## src/rtl/dru_store_if.sv

```systemverilog
// Store-side bus bundle for the data register unit: store request channel
// plus the 32-bit write-beat channel toward memory.
interface dru_store_if #(
  parameter int DATA_W = 64,
  parameter int MEM_W  = 32,
  parameter int ADDR_W = 16
);
  // Request handshake: a store transfers on a rising clock edge where
  // st_valid and st_ready are both high; st_ready is high only while the
  // unit is idle, and st_valid outside that window is ignored, not queued.
  // Write beats: mem_wr_en holds with mem_addr/mem_data_out stable until a
  // cycle with mem_ack high closes the beat at that cycle's edge.
  logic [DATA_W-1:0] st_data;
  logic [ADDR_W-1:0] st_addr;
  logic              st_valid;
  logic              st_ready;
  logic [MEM_W-1:0]  mem_data_out;
  logic [ADDR_W-1:0] mem_addr;
  logic              mem_wr_en;
  logic              mem_ack;
  logic              str_mux_sel;
  logic              st_done;
  logic              st_err;

  modport master (
    output st_data, st_addr, st_valid, mem_ack,
    input  st_ready, mem_data_out, mem_addr, mem_wr_en, str_mux_sel, st_done, st_err
  );

  modport slave (
    input  st_data, st_addr, st_valid, mem_ack,
    output st_ready, mem_data_out, mem_addr, mem_wr_en, str_mux_sel, st_done, st_err
  );
endinterface

```

## src/rtl/dru_store_unit.sv

```systemverilog
// DRU write-back path: captures a 64-bit word and writes it to the 32-bit
// memory bus as two acked beats (upper half first), with a per-beat watchdog.
module dru_store_unit #(
  parameter int DATA_W  = 64,
  parameter int MEM_W   = 32,
  parameter int ADDR_W  = 16,
  parameter int TIMEOUT = 16
) (
  input  logic       sys_clk,
  input  logic       clear_data_regs,
  dru_store_if.slave bus,
  output logic [1:0] dbg_state
);

  typedef enum logic [1:0] {
    IDLE  = 2'd0,
    WR_HI = 2'd1,
    WR_LO = 2'd2
  } state_t;

  localparam int CNT_W = (TIMEOUT > 1) ? $clog2(TIMEOUT) : 1;
  localparam logic [CNT_W-1:0] WD_LAST = CNT_W'((TIMEOUT > 0) ? TIMEOUT - 1 : 0);
  localparam bit WD_ON = (TIMEOUT != 0);

  state_t            state;
  logic [DATA_W-1:0] hold;
  logic [ADDR_W-1:0] base;
  logic [CNT_W-1:0]  wd_cnt;
  logic [MEM_W-1:0]  data_r;
  logic [ADDR_W-1:0] addr_r;
  logic              wr_en_r;
  logic              mux_r;
  logic              done_r;
  logic              err_r;

  // Expiry: counter sits at WD_LAST in the last allowed cycle of a beat.
  logic wd_expire;
  assign wd_expire = WD_ON && (wd_cnt == WD_LAST);

  always_ff @(posedge sys_clk) begin
    if (clear_data_regs) begin
      state   <= IDLE;
      hold    <= '0;
      base    <= '0;
      wd_cnt  <= '0;
      data_r  <= '0;
      addr_r  <= '0;
      wr_en_r <= 1'b0;
      mux_r   <= 1'b0;
      done_r  <= 1'b0;
      err_r   <= 1'b0;
    end else begin
      done_r <= 1'b0;
      err_r  <= 1'b0;
      unique case (state)
        IDLE: begin
          if (bus.st_valid) begin
            state   <= WR_HI;
            hold    <= bus.st_data;
            base    <= bus.st_addr;
            wd_cnt  <= '0;
            wr_en_r <= 1'b1;
            mux_r   <= 1'b0;
            data_r  <= bus.st_data[DATA_W-1:MEM_W];
            addr_r  <= bus.st_addr;
          end
        end
        WR_HI: begin
          if (bus.mem_ack) begin
            state  <= WR_LO;
            wd_cnt <= '0;
            mux_r  <= 1'b1;
            data_r <= hold[MEM_W-1:0];
            addr_r <= base + ADDR_W'(1);
          end else if (wd_expire) begin
            state   <= IDLE;
            wr_en_r <= 1'b0;
            mux_r   <= 1'b0;
            data_r  <= '0;
            err_r   <= 1'b1;
          end else begin
            wd_cnt <= wd_cnt + CNT_W'(1);
          end
        end
        WR_LO: begin
          // Ack beats expiry when both land in the same cycle.
          if (bus.mem_ack || wd_expire) begin
            state   <= IDLE;
            wr_en_r <= 1'b0;
            mux_r   <= 1'b0;
            data_r  <= '0;
            done_r  <= bus.mem_ack;
            err_r   <= !bus.mem_ack;
          end else begin
            wd_cnt <= wd_cnt + CNT_W'(1);
          end
        end
        default: begin
          state   <= IDLE;
          wr_en_r <= 1'b0;
          mux_r   <= 1'b0;
          data_r  <= '0;
        end
      endcase
    end
  end

  assign bus.st_ready     = (state == IDLE);
  assign bus.mem_data_out = data_r;
  assign bus.mem_addr     = addr_r;
  assign bus.mem_wr_en    = wr_en_r;
  assign bus.str_mux_sel  = mux_r;
  assign bus.st_done      = done_r;
  assign bus.st_err       = err_r;
  assign dbg_state        = state;

endmodule
```

## src/flat_wrapper.sv

```systemverilog
// flat-port wrapper written by rule: the top's interface ports become plain ports
module dru_store_unit_flat 
#(
  parameter int DATA_W  = 64,
  parameter int MEM_W   = 32,
  parameter int ADDR_W  = 16,
  parameter int TIMEOUT = 16
)
  (sys_clk, clear_data_regs, dbg_state, bus_st_data, bus_st_addr, bus_st_valid, bus_mem_ack, bus_st_ready, bus_mem_data_out, bus_mem_addr, bus_mem_wr_en, bus_str_mux_sel, bus_st_done, bus_st_err);
  dru_store_if #(.DATA_W(DATA_W), .MEM_W(MEM_W), .ADDR_W(ADDR_W)) bus_i ();
  input  logic sys_clk;
  input  logic clear_data_regs;
  output logic [1:0] dbg_state;
  input wire logic [$bits(bus_i.st_data)-1:0] bus_st_data;
  input wire logic [$bits(bus_i.st_addr)-1:0] bus_st_addr;
  input wire logic [$bits(bus_i.st_valid)-1:0] bus_st_valid;
  input wire logic [$bits(bus_i.mem_ack)-1:0] bus_mem_ack;
  output wire logic [$bits(bus_i.st_ready)-1:0] bus_st_ready;
  output wire logic [$bits(bus_i.mem_data_out)-1:0] bus_mem_data_out;
  output wire logic [$bits(bus_i.mem_addr)-1:0] bus_mem_addr;
  output wire logic [$bits(bus_i.mem_wr_en)-1:0] bus_mem_wr_en;
  output wire logic [$bits(bus_i.str_mux_sel)-1:0] bus_str_mux_sel;
  output wire logic [$bits(bus_i.st_done)-1:0] bus_st_done;
  output wire logic [$bits(bus_i.st_err)-1:0] bus_st_err;
  assign bus_i.st_data = bus_st_data;
  assign bus_i.st_addr = bus_st_addr;
  assign bus_i.st_valid = bus_st_valid;
  assign bus_i.mem_ack = bus_mem_ack;
  assign bus_st_ready = bus_i.st_ready;
  assign bus_mem_data_out = bus_i.mem_data_out;
  assign bus_mem_addr = bus_i.mem_addr;
  assign bus_mem_wr_en = bus_i.mem_wr_en;
  assign bus_str_mux_sel = bus_i.str_mux_sel;
  assign bus_st_done = bus_i.st_done;
  assign bus_st_err = bus_i.st_err;
  dru_store_unit #(.DATA_W(DATA_W), .MEM_W(MEM_W), .ADDR_W(ADDR_W), .TIMEOUT(TIMEOUT)) u_core (.sys_clk(sys_clk), .clear_data_regs(clear_data_regs), .bus(bus_i), .dbg_state(dbg_state));
endmodule
```

## config.mk

```make
export PLATFORM = sky130hd
export DESIGN_NAME = dru_store_unit_flat
export DESIGN_NICKNAME = d
export VERILOG_FILES = /design/src/rtl/dru_store_if.sv /design/src/rtl/dru_store_unit.sv /design/src/flat_wrapper.sv
export SDC_FILE = /design/constraint.sdc
export NUM_CORES = 1
export LEC_CHECK = 0
export CORE_ASPECT_RATIO = 1.75
export CORE_MARGIN = 1
export CORE_UTILIZATION = 50
export CTS_CLUSTER_DIAMETER = 150
export DETAILED_ROUTE_END_ITERATION = 8
export GPL_TIMING_DRIVEN = 0
export PLACE_DENSITY = 0.85
export SKIP_LAST_GASP = 1
export SYNTH_ARGS = -nofsm -noshare
export SYNTH_HDL_FRONTEND = slang
export SYNTH_SLANG_ARGS = --single-unit
```

## constraint.sdc

```tcl
create_clock -name sys_clk -period 3.7 [get_ports sys_clk]
set_clock_uncertainty 0.2 [all_clocks]
set_input_delay 0.925 -clock sys_clk [delete_from_list [all_inputs] [get_ports sys_clk]]
set_output_delay 0.925 -clock sys_clk [all_outputs]
set_load 0.01 [all_outputs]
```

==> reports/metrics.csv, run 1 <==
stage,metric,value,unit
status,status,"complete, no violations",
power_and_ir_drop,power_density,475,nW/um2
synth,synth_enable_flop_cells,0,
routing,drt-met1-wl,4820,um
clock_network,ctsHoldBuffers,0,
clock_network,cts_setup_buffers,0,
worst_setup_path,crit_buf_inv,2,
floorplanning,start_util,52.1,%
worst_setup_path,path_depth,3,
worst_setup_path,crit_family,buffers and inverters,
synth,synth_cells,549,
global_routing,grt_max_degree,20,
synth,synth_area,4550,um2
clock_network,numCtsBuffers,9,
worst_setup_path,cpPeakStageDelay,0.60,ns
synth,yosys.area.top_type,dfxtp_1,
floorplanning,die_y,128,um
worst_setup_path,critPathMaxFanout,7,
routing,drt_iter0_markers,256,
placed_design,dp_hpwl,10400,um
worst_setup_path,crit_required,2.57,ns
synth,synth_top_cell_area_share,46.6,%
clock_network,cts_resized,0,
cells_and_area,drive_gt1_share,5.26,%
routing,wl_met3,805,um
routing,drtAntennaViolNets,0,
hold_path,worstHoldPathType,reg2reg,
power_and_ir_drop,p_leak,2.31,nW
worst_setup_path,worstSetupPathType,reg2out,
routing,wl_per_cell,16.8,um
worst_setup_path,setup.worst_path.end_class,output port,
sta,period_minus_slack,2.80,ns
sta,finalHoldViolCount,0,
clock_network,cts_root_buf,clkbuf_16,
placed_design,gp_congestion,0.937,
hold_path,holdPathStages,2,
synth,ys.warnings.count,0,
routing,drcViolationCount,0,
placed_design,portBuffers,138,
worst_setup_path,start_kind,register,
synth,syn_avg_cell_area,8.29,um2
sta,final.setup.tns,0,ns
routing,num_vias,4676,
worst_setup_path,critical_path_arrival,1.68,ns
sta,setup_violations,0,
routing,top_layer_used,met4,
synth,yosysSeqAreaShare,46.6,%
synth,ys_seq_elements,106,
floorplanning,num_rows,45,
synth,synth_nets,639,
routing,viasPerCell,5.70,
floorplanning,die_x,74.1,um
floorplanning,core,8730,um2
floorplanning,dieArea,9500,um2
cells_and_area,areaGrowthSynthToFinish,40.4,%
sta,worst_pin_slew,0.812,ns
global_routing,grt.overflow.total,0,
synth,synth-async-reset-ratio,0,%
synth,synthTopCellsByArea,"dfxtp_1, nand2_1, a21oi_1",
power_and_ir_drop,ir_drop,0.341,mV
cells_and_area,fillers,705,
sta,max-slew-margin-rel,45.5,%
clock_network,tritoncts,yes,
sta,post-route-period-util,75.7,%
global_routing,grt_pass1_wl,21300,um
cells_and_area,layout_common_cells,"clkdlybuf4s50_1, dfxtp_1, nand2_1, a21oi_1, nor2_1",
cells_and_area,n_antenna_cell,0,
sta,max_freq,357,MHz
routing,first_pass_iters,5,
synth,ys.flop_type,dfxtp_1,
job,cap_viol_max_count,0,
worst_setup_path,cp_slowest_cell,clkdlybuf4s50_1,
clock_network,clk_path_buf_depth,2,
floorplanning,pin_count,139,
power_and_ir_drop,fin_total_pwr,3.03,mW
cells_and_area,final_common_cell,clkdlybuf4s50_1,
sta,rsz0062_at_grt,no,
worst_setup_path,reg2reg_depth,7,
routing,drt_wl_total,13700,um
synth,synth_cell_types,50,
global_routing,track_usage,29.6,%
clock_network,h-tree-depth,3,
worst_setup_path,crit_chain,inv_1 > ha_1 > clkdlybuf4s50_1,
clock_network,insertion_delay,0.35,ns
cells_and_area,nNetsFinal,788,
routing,dr_wl_met2,7610,um
clock_network,cts.sinks,106,
global_routing,grt_antenna_before_repair,0,
global_routing,grt_pass1_vias,4661,
sta,slew_violations,0,
clock_network,cts.clk_slew.worst_paths,0.08,ns
## cells in the mapped netlist (all sizes together), types with 2 or more instances
master     n
dfxtp    106
nand2    105
a21oi     62
nor2      40
nor3      31
a221oi    27
clkbuf    27
nand3     17
buf       16
inv       12
nand4      9
o21ai      7
xnor2      7
ha         6
a211oi     5
a21boi     5
o22ai      5
o2bb2ai    5
and3       4
nor4       4
nor4b      4
o211ai     4
o41ai      4
or3        4
and2       3
mux2i      3
nand2b     3
nand4b     3
nor2b      3
a211o      2
a311o      2
a311oi     2
a31o       2
## final cells by class
type,instances,area (um2),area share (%)
Clock buffer,9,225,3.53
Multi-Input combinational cell,388,2200,34.4
Tap cell,117,146,2.29
Sequential cell,106,2120,33.2
Buffer,43,188,2.94
Timing Repair Buffer,138,1380,21.6
Clock inverter,7,83.8,1.31
Inverter,12,45.0,0.705
## state kept, by name (all words and copies together), names as in the netlist
name                     flops
u_core.bus.st_done           1
u_core.bus.mem_addr         16
u_core.bus.st_err            1
u_core.bus.str_mux_sel       1
u_core.base                 16
u_core.bus.mem_wr_en         1
u_core.wd_cnt                4
u_core.dbg_state             2
u_core.bus.mem_data_out     32
u_core.hold                 32
## kinds of logic (layout without fill, tap and decap cells)
logic type,Yosys count,in the layout,synth area share [%]
compound gates,139,139,21.1
xor+xnor,8,8,1.54
fa+ha+maj,6,6,1.65
buf+inv,55,209,5.11
flops,106,106,46.6
mux,3,3,0.660
simple gates,232,232,23.3
## layer usage
layer | vias to the layer above | global-route usage (%)
met5 | - | 0
met3 | 39 | 5.35
met4 | 0 | 15.4
li1 | 2261 | -
met2 | 193 | 55.9
met1 | 2183 | 29.1
## through the flow
stage | instances | cell area (um2) | hold slack, ns | utilization (%) | setup slack (ns)
6_report | 820 | 6390 | 0.256 | 73.2 | 0.898
5_1_grt | 820 | 6390 | 0.274 | 73.2 | 0.822
4_1_cts | 820 | 6390 | 0.257 | 73.2 | 0.891
3_5_place_dp | 804 | 6080 | 0.247 | 69.6 | 0.681
3_3_place_gp | 804 | 6080 | 0.243 | 69.6 | 0.705
2_1_floorplan | 549 | 4550 | 0.236 | - | 1.50
## power by group
| group | internal (mW) | leakage, nW | switching (mW) |
|---|---|---|---|
| logic | 0.351 | 1.28 | 0.367 |
| clock network | 0.541 | 0.155 | 0.454 |
| registers | 1.25 | 0.873 | 0.0706 |
| total | 2.14 | 2.31 | 0.891 |
## worst paths after layout
kind                            start  slack (ns)                endpoint
setup / recovery  u_core.dbg_state[1]        0.90            bus_st_ready
setup reg to reg  u_core.dbg_state[0]        1.22  u_core.bus.mem_addr[2]
hold / removal        u_core.hold[24]        0.26         u_core.hold[24]
hold reg to reg       u_core.hold[24]        0.26         u_core.hold[24]
## worst reg2reg max path, cell delays in order, from the launching register on
cell and delay, ns:
dfxtp_1 0.41, inv_1 0.09, ha_1 0.28, nor2b_1 0.17, buf_6 0.15, nor3_1 0.68
o211ai_1 0.19, a21oi_1 0.23
Power figures use the tool's default switching activity.
==> run 2, diff against run 1 <==
--- a/config.mk
+++ b/config.mk
@@ -7,11 +7,11 @@
 export LEC_CHECK = 0
 export CORE_ASPECT_RATIO = 1.75
 export CORE_MARGIN = 1
-export CORE_UTILIZATION = 50
+export CORE_UTILIZATION = 42
 export CTS_CLUSTER_DIAMETER = 150
 export DETAILED_ROUTE_END_ITERATION = 8
 export GPL_TIMING_DRIVEN = 0
-export PLACE_DENSITY = 0.85
+export PLACE_DENSITY = 0.76
 export SKIP_LAST_GASP = 1
 export SYNTH_ARGS = -nofsm -noshare
 export SYNTH_HDL_FRONTEND = slang
==> constraint.sdc (replaced) <==
create_clock -name sys_clk -period 2.4 [get_ports sys_clk]
set_clock_uncertainty 0.2 [all_clocks]
set_input_delay 0.6 -clock sys_clk [delete_from_list [all_inputs] [get_ports sys_clk]]
set_output_delay 0.6 -clock sys_clk [all_outputs]
set_load 0.01 [all_outputs]
==> run 2 against run 1 <==
  * Final area increased by 0.76%
  * Combinational power is 56% higher
  * Sequential power rose by 55%
  * Die area is 19% higher
  * Count of clock-buffer cells in the layout grew 1
  * Final cell count rose by 1.5%
  * First-iteration DRC count up 3.5%
  * Routed wire length grew 0.84%
  * Flip-flop and latch count did not move
  * Register-to-register slack got worse by 1.1 ns
  * Critical path type is now reg2reg
==> reports/metrics.csv, run 2 (synthesis gave the netlist of run 1 again) <==
stage,metric,value,unit,change
status,status,"complete, no violations",,unchanged
global_routing,track_usage,25.0,%,was 29.6%
clock_network,clk_path_buf_depth,2,,unchanged
worst_setup_path,worstReg2RegEnd,u_core.bus.mem_addr[13],,was u_core.bus.mem_addr[2]
worst_setup_path,crit_required,2.40,ns,was 2.57 ns
cells_and_area,multi_input_area,2220,um2,was 2200 um2
power_and_ir_drop,p_leak,2.32,nW,was 2.31 nW
global_routing,grt_pass1_vias,4609,,was 4661
cells_and_area,fillers,900,,was 705
placed_design,dp_hpwl,10300,um,was 10400 um
sta,max_freq,437,MHz,
power_and_ir_drop,fin_total_pwr,4.66,mW,was 3.03 mW
floorplanning,die_y,140,um,was 128 um
global_routing,grt_pass1_wl,21600,um,was 21300 um
cells_and_area,nNetsFinal,790,,was 788
cells_and_area,design_area,6440,um2,was 6390 um2
clock_network,numCtsBuffers,9,,unchanged
sta,slew_violations,0,,unchanged
sta,setup_violations,0,,unchanged
clock_network,cts.sinks,106,,unchanged
sta,max-slew-margin-rel,58.0,%,was 45.5%
placed_design,gp_congestion,0.864,,was 0.937
placed_design,place_area,6090,um2,was 6080 um2
routing,drcViolationCount,0,,unchanged
worst_setup_path,worstSetupPathType,reg2reg,,was reg2out
worst_setup_path,start_kind,register,,unchanged
worst_setup_path,rr_startpoint,u_core.dbg_state[0],,unchanged
worst_setup_path,reg2reg_depth,8,,was 7
worst_setup_path,critical_path_arrival,2.29,ns,was 1.68 ns
worst_setup_path,cp_slowest_cell,dfxtp_1,,was clkdlybuf4s50_1
power_and_ir_drop,power_density,724,nW/um2,was 475 nW/um2
clock_network,cts_root_buf,clkbuf_16,,unchanged
worst_setup_path,setup.worst_path.end_class,register,,was output port
hold_path,worstHoldPathType,reg2reg,,unchanged
routing,drtAntennaViolNets,0,,unchanged
routing,viasPerCell,5.57,,was 5.70
sta,worst_pin_slew,0.630,ns,was 0.812 ns
routing,wl_per_cell,16.6,um,was 16.8 um
floorplanning,die_x,80.7,um,was 74.1 um
cells_and_area,n_antenna_cell,0,,unchanged
sta,final.setup.tns,0,ns,unchanged
placed_design,portBuffers,138,,unchanged
clock_network,cts.clk_slew.worst_paths,0.07,ns,was 0.08 ns
floorplanning,dieArea,11300,um2,was 9500 um2
sta,finalHoldViolCount,0,,unchanged
placed_design,place_inst,814,,was 804
placed_design,dp_slack,-0.328,ns,was 0.681 ns
job,cap_viol_max_count,0,,unchanged
global_routing,grt_max_degree,19,,was 20
hold_path,hp-start,u_core.hold[0],,was u_core.hold[24]
global_routing,grt_antenna_before_repair,0,,unchanged
floorplanning,start_util,43.7,%,was 52.1%
sta,post-route-period-util,95.4,%,
sta,layout_setup_ws,0.112,ns,was 0.898 ns
power_and_ir_drop,ir_drop,0.475,mV,was 0.341 mV
worst_setup_path,critPathMaxFanout,10,,was 7
clock_network,tritoncts,yes,,unchanged
floorplanning,pin_count,139,,unchanged
worst_setup_path,cp_common_cell,buf_6,,
cells_and_area,final_common_cell,clkdlybuf4s50_1,,unchanged
routing,drt_iter0_markers,265,,was 256
worst_setup_path,rrSetupSlack,0.11,ns,was 1.22 ns
sta,period_minus_slack,2.29,ns,
floorplanning,num_rows,49,,was 45
cells_and_area,area.sequential,2120,um2,about the same
global_routing,grt.overflow.total,0,,unchanged
worst_setup_path,crit_chain,inv_1 > ha_2 > nor2b_1 > buf_6 > or3_4 > buf_6 > a21oi_1 > o221ai_1,,was inv_1 > ha_1 > clkdlybuf4s50_1
routing,drt_wl_total,13900,um,was 13700 um
clock_network,h-tree-depth,3,,unchanged
routing,num_vias,4632,,was 4676
cells_and_area,layout_common_cells,"clkdlybuf4s50_1, nand2_1, dfxtp_1, a21oi_1, nor2_1",,"was clkdlybuf4s50_1, dfxtp_1, nand2_1, a21oi_1, nor2_1"
routing,first_pass_iters,5,,unchanged
worst_setup_path,cpPeakStageDelay,0.43,ns,was 0.60 ns
sta,rsz0062_at_grt,no,,unchanged
cells_and_area,drive_gt1_share,6.67,%,was 5.26%
floorplanning,core,10400,um2,was 8730 um2
cells_and_area,finalNonFillerCells,832,,was 820
hold_path,hold_end,u_core.hold[0],,was u_core.hold[24]
cells_and_area,areaGrowthSynthToFinish,41.4,%,was 40.4%
clock_network,insertion_delay,0.35,ns,about the same
hold_path,holdPathStages,2,,unchanged
run 2: repair_timing:
action / 4_1_cts / 5_1_grt
setup endpoints to repair: 6 / 38
hold endpoints to repair: 0 / 0
hold buffers: 0 / 0
setup buffers: 0 / 2
cloned: 0 / 0
pin swaps: 0 / 1
resized for setup: 3 / 13
run 2: where the power goes:
part           total [mW]  internal [mW]  switching, mW
combinational        1.12          0.552          0.566
clock                1.50          0.824          0.677
sequential           2.04           1.93          0.108
run 2: metrics by stage:
stage / utilization [%] / hold WS, ns
CTS: 61.4 / 0.259
global placement: 58.4 / 0.244
floorplan: - / 0.236
finish: 61.8 / 0.257
global route: 61.8 / 0.276
detailed placement: 58.4 / 0.248
run 2: worst max path at each step:
stage,from,to,slack (ns),cells after the start
4_1_cts,u_core.dbg_state[0],u_core.bus.mem_addr[2],0.009,7
3_5_place_dp,bus_st_valid,u_core.bus.mem_addr[2],-0.33,6
2_1_floorplan,u_core.dbg_state[0],u_core.bus.mem_addr[3],0.21,8
6_report,u_core.dbg_state[0],u_core.bus.mem_addr[13],0.11,8
3_3_place_gp,bus_st_valid,u_core.bus.mem_addr[2],-0.26,6
5_1_grt,bus_st_valid,u_core.hold[0],0.005,6
run 2: area by class of cell:
class / instances / share of cell area, %
inverters: 12 / 0.700
multi-input cells: 388 / 34.4
flip-flops and latches: 106 / 33.0
plain buffers: 43 / 3.01
repair buffers: 140 / 21.7
clock buffers: 10 / 3.56
well taps: 127 / 2.47
clock inverters: 6 / 1.15
run 2: routing by layer:
metal / track usage, % / part of all wire, % / vias up
met2: 45.6 / 54 / 181
met1: 25.4 / 36 / 2159
met5: 0 / 0 / -
met4: 15.0 / 3.9 / 0
met3: 4.59 / 5.9 / 32
li1: - / - / 2260
run 2: critical path: cells and delay by family, from the launching register on:
family                   cells  cell delay, ns
AND/OR/NAND/NOR              2            0.56
flip-flops                   1            0.43
buffers and inverters        3            0.41
AO/OA/AOI/OAI                2            0.29
adder cells (fa/ha/maj)      1            0.24
==> run 3, diff against run 2 <==
--- a/config.mk
+++ b/config.mk
@@ -10,7 +10,7 @@
 export CORE_UTILIZATION = 42
 export CTS_CLUSTER_DIAMETER = 150
 export DETAILED_ROUTE_END_ITERATION = 8
-export GPL_TIMING_DRIVEN = 0
+export MAX_ROUTING_LAYER = met4
 export PLACE_DENSITY = 0.76
 export SKIP_LAST_GASP = 1
 export SYNTH_ARGS = -nofsm -noshare
==> run 3 against run 2 <==
  * Die area did not move
  * Utilization fell by 0.34 points
  * Largest cell class unchanged
  * Worst hold slack got worse by 0.0038 ns
  * Global-route usage fell by 0.52 points
  * First-iteration DRC count fell by 19%
  * Sequential power barely moved
==> reports/metrics.csv, run 3 (synthesis gave the netlist of run 1 again) <==
stage,metric,value,unit,change
sta,post-route-period-util,90.0,%,was 95.4%
status,status,"complete, no violations",,unchanged
routing,drtAntennaViolNets,0,,unchanged
routing,drt_wl_total,13100,um,was 13900 um
worst_setup_path,worstSetupPathType,reg2out,,was reg2reg
sta,max_freq,463,MHz,was 437 MHz
power_and_ir_drop,ir_drop,0.426,mV,was 0.475 mV
routing,drcViolationCount,0,,unchanged
clock_network,cts_root_buf,clkbuf_16,,unchanged
worst_setup_path,setup.worst_path.end_class,output port,,was register
sta,hold_slack,0.253,ns,was 0.257 ns
clock_network,clk_path_buf_depth,2,,unchanged
power_and_ir_drop,p_leak,2.33,nW,was 2.32 nW
global_routing,grt_antenna_before_repair,0,,unchanged
floorplanning,die_x,80.7,um,unchanged
floorplanning,die_y,140,um,unchanged
hold_path,worstHoldPathType,reg2reg,,unchanged
clock_network,h-tree-depth,3,,unchanged
clock_network,cts.sinks,106,,unchanged
routing,dr_wl_met2,7270,um,was 7450 um
power_and_ir_drop,power_density,705,nW/um2,was 724 nW/um2
floorplanning,start_util,43.7,%,unchanged
cells_and_area,drive_gt1_share,7.32,%,was 6.67%
global_routing,grt_max_degree,51,,was 19
routing,drt-met1-wl,5070,um,was 5040 um
sta,setup_violations,0,,unchanged
sta,final.setup.tns,0,ns,unchanged
cells_and_area,final_common_cell,clkdlybuf4s50_1,,unchanged
cells_and_area,areaGrowthSynthToFinish,40.7,%,was 41.4%
worst_setup_path,critPathMaxFanout,4,,was 10
routing,first_pass_iters,4,,was 5
worst_setup_path,crit_required,1.60,ns,was 2.40 ns
clock_network,numCtsBuffers,9,,unchanged
clock_network,tritoncts,yes,,unchanged
floorplanning,num_rows,49,,unchanged
sta,max-slew-margin-rel,64.1,%,was 58.0%
job,cap_viol_max_count,0,,unchanged
cells_and_area,nNetsFinal,768,,was 790
placed_design,dp_hpwl,9330,um,was 10300 um
global_routing,grt_pass1_vias,4303,,was 4609
routing,num_vias,4461,,was 4632
placed_design,gp_congestion,0.849,,was 0.864
routing,wl_per_cell,16.2,um,was 16.6 um
sta,rsz0062_at_grt,no,,unchanged
clock_network,cts_setup_buffers,0,,unchanged
routing,viasPerCell,5.51,,was 5.57
floorplanning,pin_count,139,,unchanged
sta,finalHoldViolCount,0,,unchanged
worst_setup_path,critical_path_arrival,1.36,ns,was 2.29 ns
sta,slew_violations,0,,unchanged
clock_network,insertion_delay,0.34,ns,was 0.35 ns
global_routing,grt.overflow.total,0,,unchanged
cells_and_area,finalNonFillerCells,810,,was 832
routing,wl_met3,599,um,was 824 um
global_routing,grt_pass1_wl,20900,um,was 21600 um
sta,period_minus_slack,2.16,ns,was 2.29 ns
clock_network,ctsHoldBuffers,0,,unchanged
global_routing,track_usage,24.5,%,was 25.0%
placed_design,portBuffers,138,,unchanged
sta,worst_pin_slew,0.539,ns,was 0.630 ns
worst_setup_path,start_kind,register,,unchanged
routing,drt_iter0_markers,215,,was 265
placed_design,place_inst,794,,was 814
cells_and_area,fillers,937,,was 900
cells_and_area,n_antenna_cell,0,,unchanged
clock_network,cts.clk_slew.worst_paths,0.07,ns,about the same
floorplanning,dieArea,11300,um2,unchanged
cells_and_area,layout_common_cells,"clkdlybuf4s50_1, dfxtp_1, nand2_1, a21oi_1, nor2_1",,"was clkdlybuf4s50_1, nand2_1, dfxtp_1, a21oi_1, nor2_1"
floorplanning,core,10400,um2,unchanged
routing,top_layer_used,met4,,unchanged
==> run 3: changes by cell type in the layout (fill, tap and decap cells not counted), sizes merged, moves of 2 or more <==
| cell | delta |
|---|---|
| clkinv | +3 |
| clkbuf | -26 |
| buf | +6 |
| inv | -2 |
==> run 3: worst paths after layout <==
path,from,end,slack (ns),depth (start not counted)
worst min-delay path,u_core.hold[1],u_core.hold[1],0.25,2
worst max-delay path,u_core.dbg_state[0],dbg_state[0],0.24,2
worst max register to register,u_core.base[0],u_core.bus.mem_addr[6],0.31,5
worst min register to register,u_core.hold[1],u_core.hold[1],0.25,2
==> run 3: cell type report <==
class / instances / area (um2) / share of cell area, %
Inverter: 12 / 45.0 / 0.704
Clock inverter: 5 / 38.8 / 0.606
Timing Repair Buffer: 161 / 1600 / 25.1
Multi-Input combinational cell: 388 / 2200 / 34.4
Clock buffer: 11 / 233 / 3.64
Sequential cell: 106 / 2120 / 33.2
Tap cell: 127 / 159 / 2.48
==> run 3: stage by stage <==
step	setup WS [ns]	power, mW	util, %	cell area (um2)
floorplan	0.210	2.63	-	4550
global route	0.106	4.73	61.4	6400
CTS	0.0201	4.54	61.4	6400
detailed placement	-0.0186	3.19	58.8	6120
finish	0.239	4.51	61.4	6400
global placement	0.0180	3.16	58.8	6120
==> run 3: repair_timing <==
item                       in CTS  in global routing
resized for setup               1                  1
setup endpoints to repair       1                  1
gates cloned                    0                  0
==> run 3: where the power goes <==
part | switching, mW | leakage [nW] | internal (mW) | total, mW
Clock | 0.649 | 0.130 | 0.711 | 1.36
Sequential | 0.108 | 0.873 | 1.93 | 2.04
Combinational | 0.548 | 1.33 | 0.569 | 1.12
Total | 1.31 | 2.33 | 3.21 | 4.51
==> run 3: critical path, stage by stage, from the launching register on <==
cell             delay (ns)
dfxtp_1                0.33
buf_4                  0.13
clkdlybuf4s50_1        0.56
==> run 3: routing by layer <==
metal / track usage (%) / vias to the layer above
met1: 27.5 / 2094
met5: - / -
met4: 7.71 / 0
li1: - / 2215
met2: 43.5 / 137
met3: 3.54 / 15
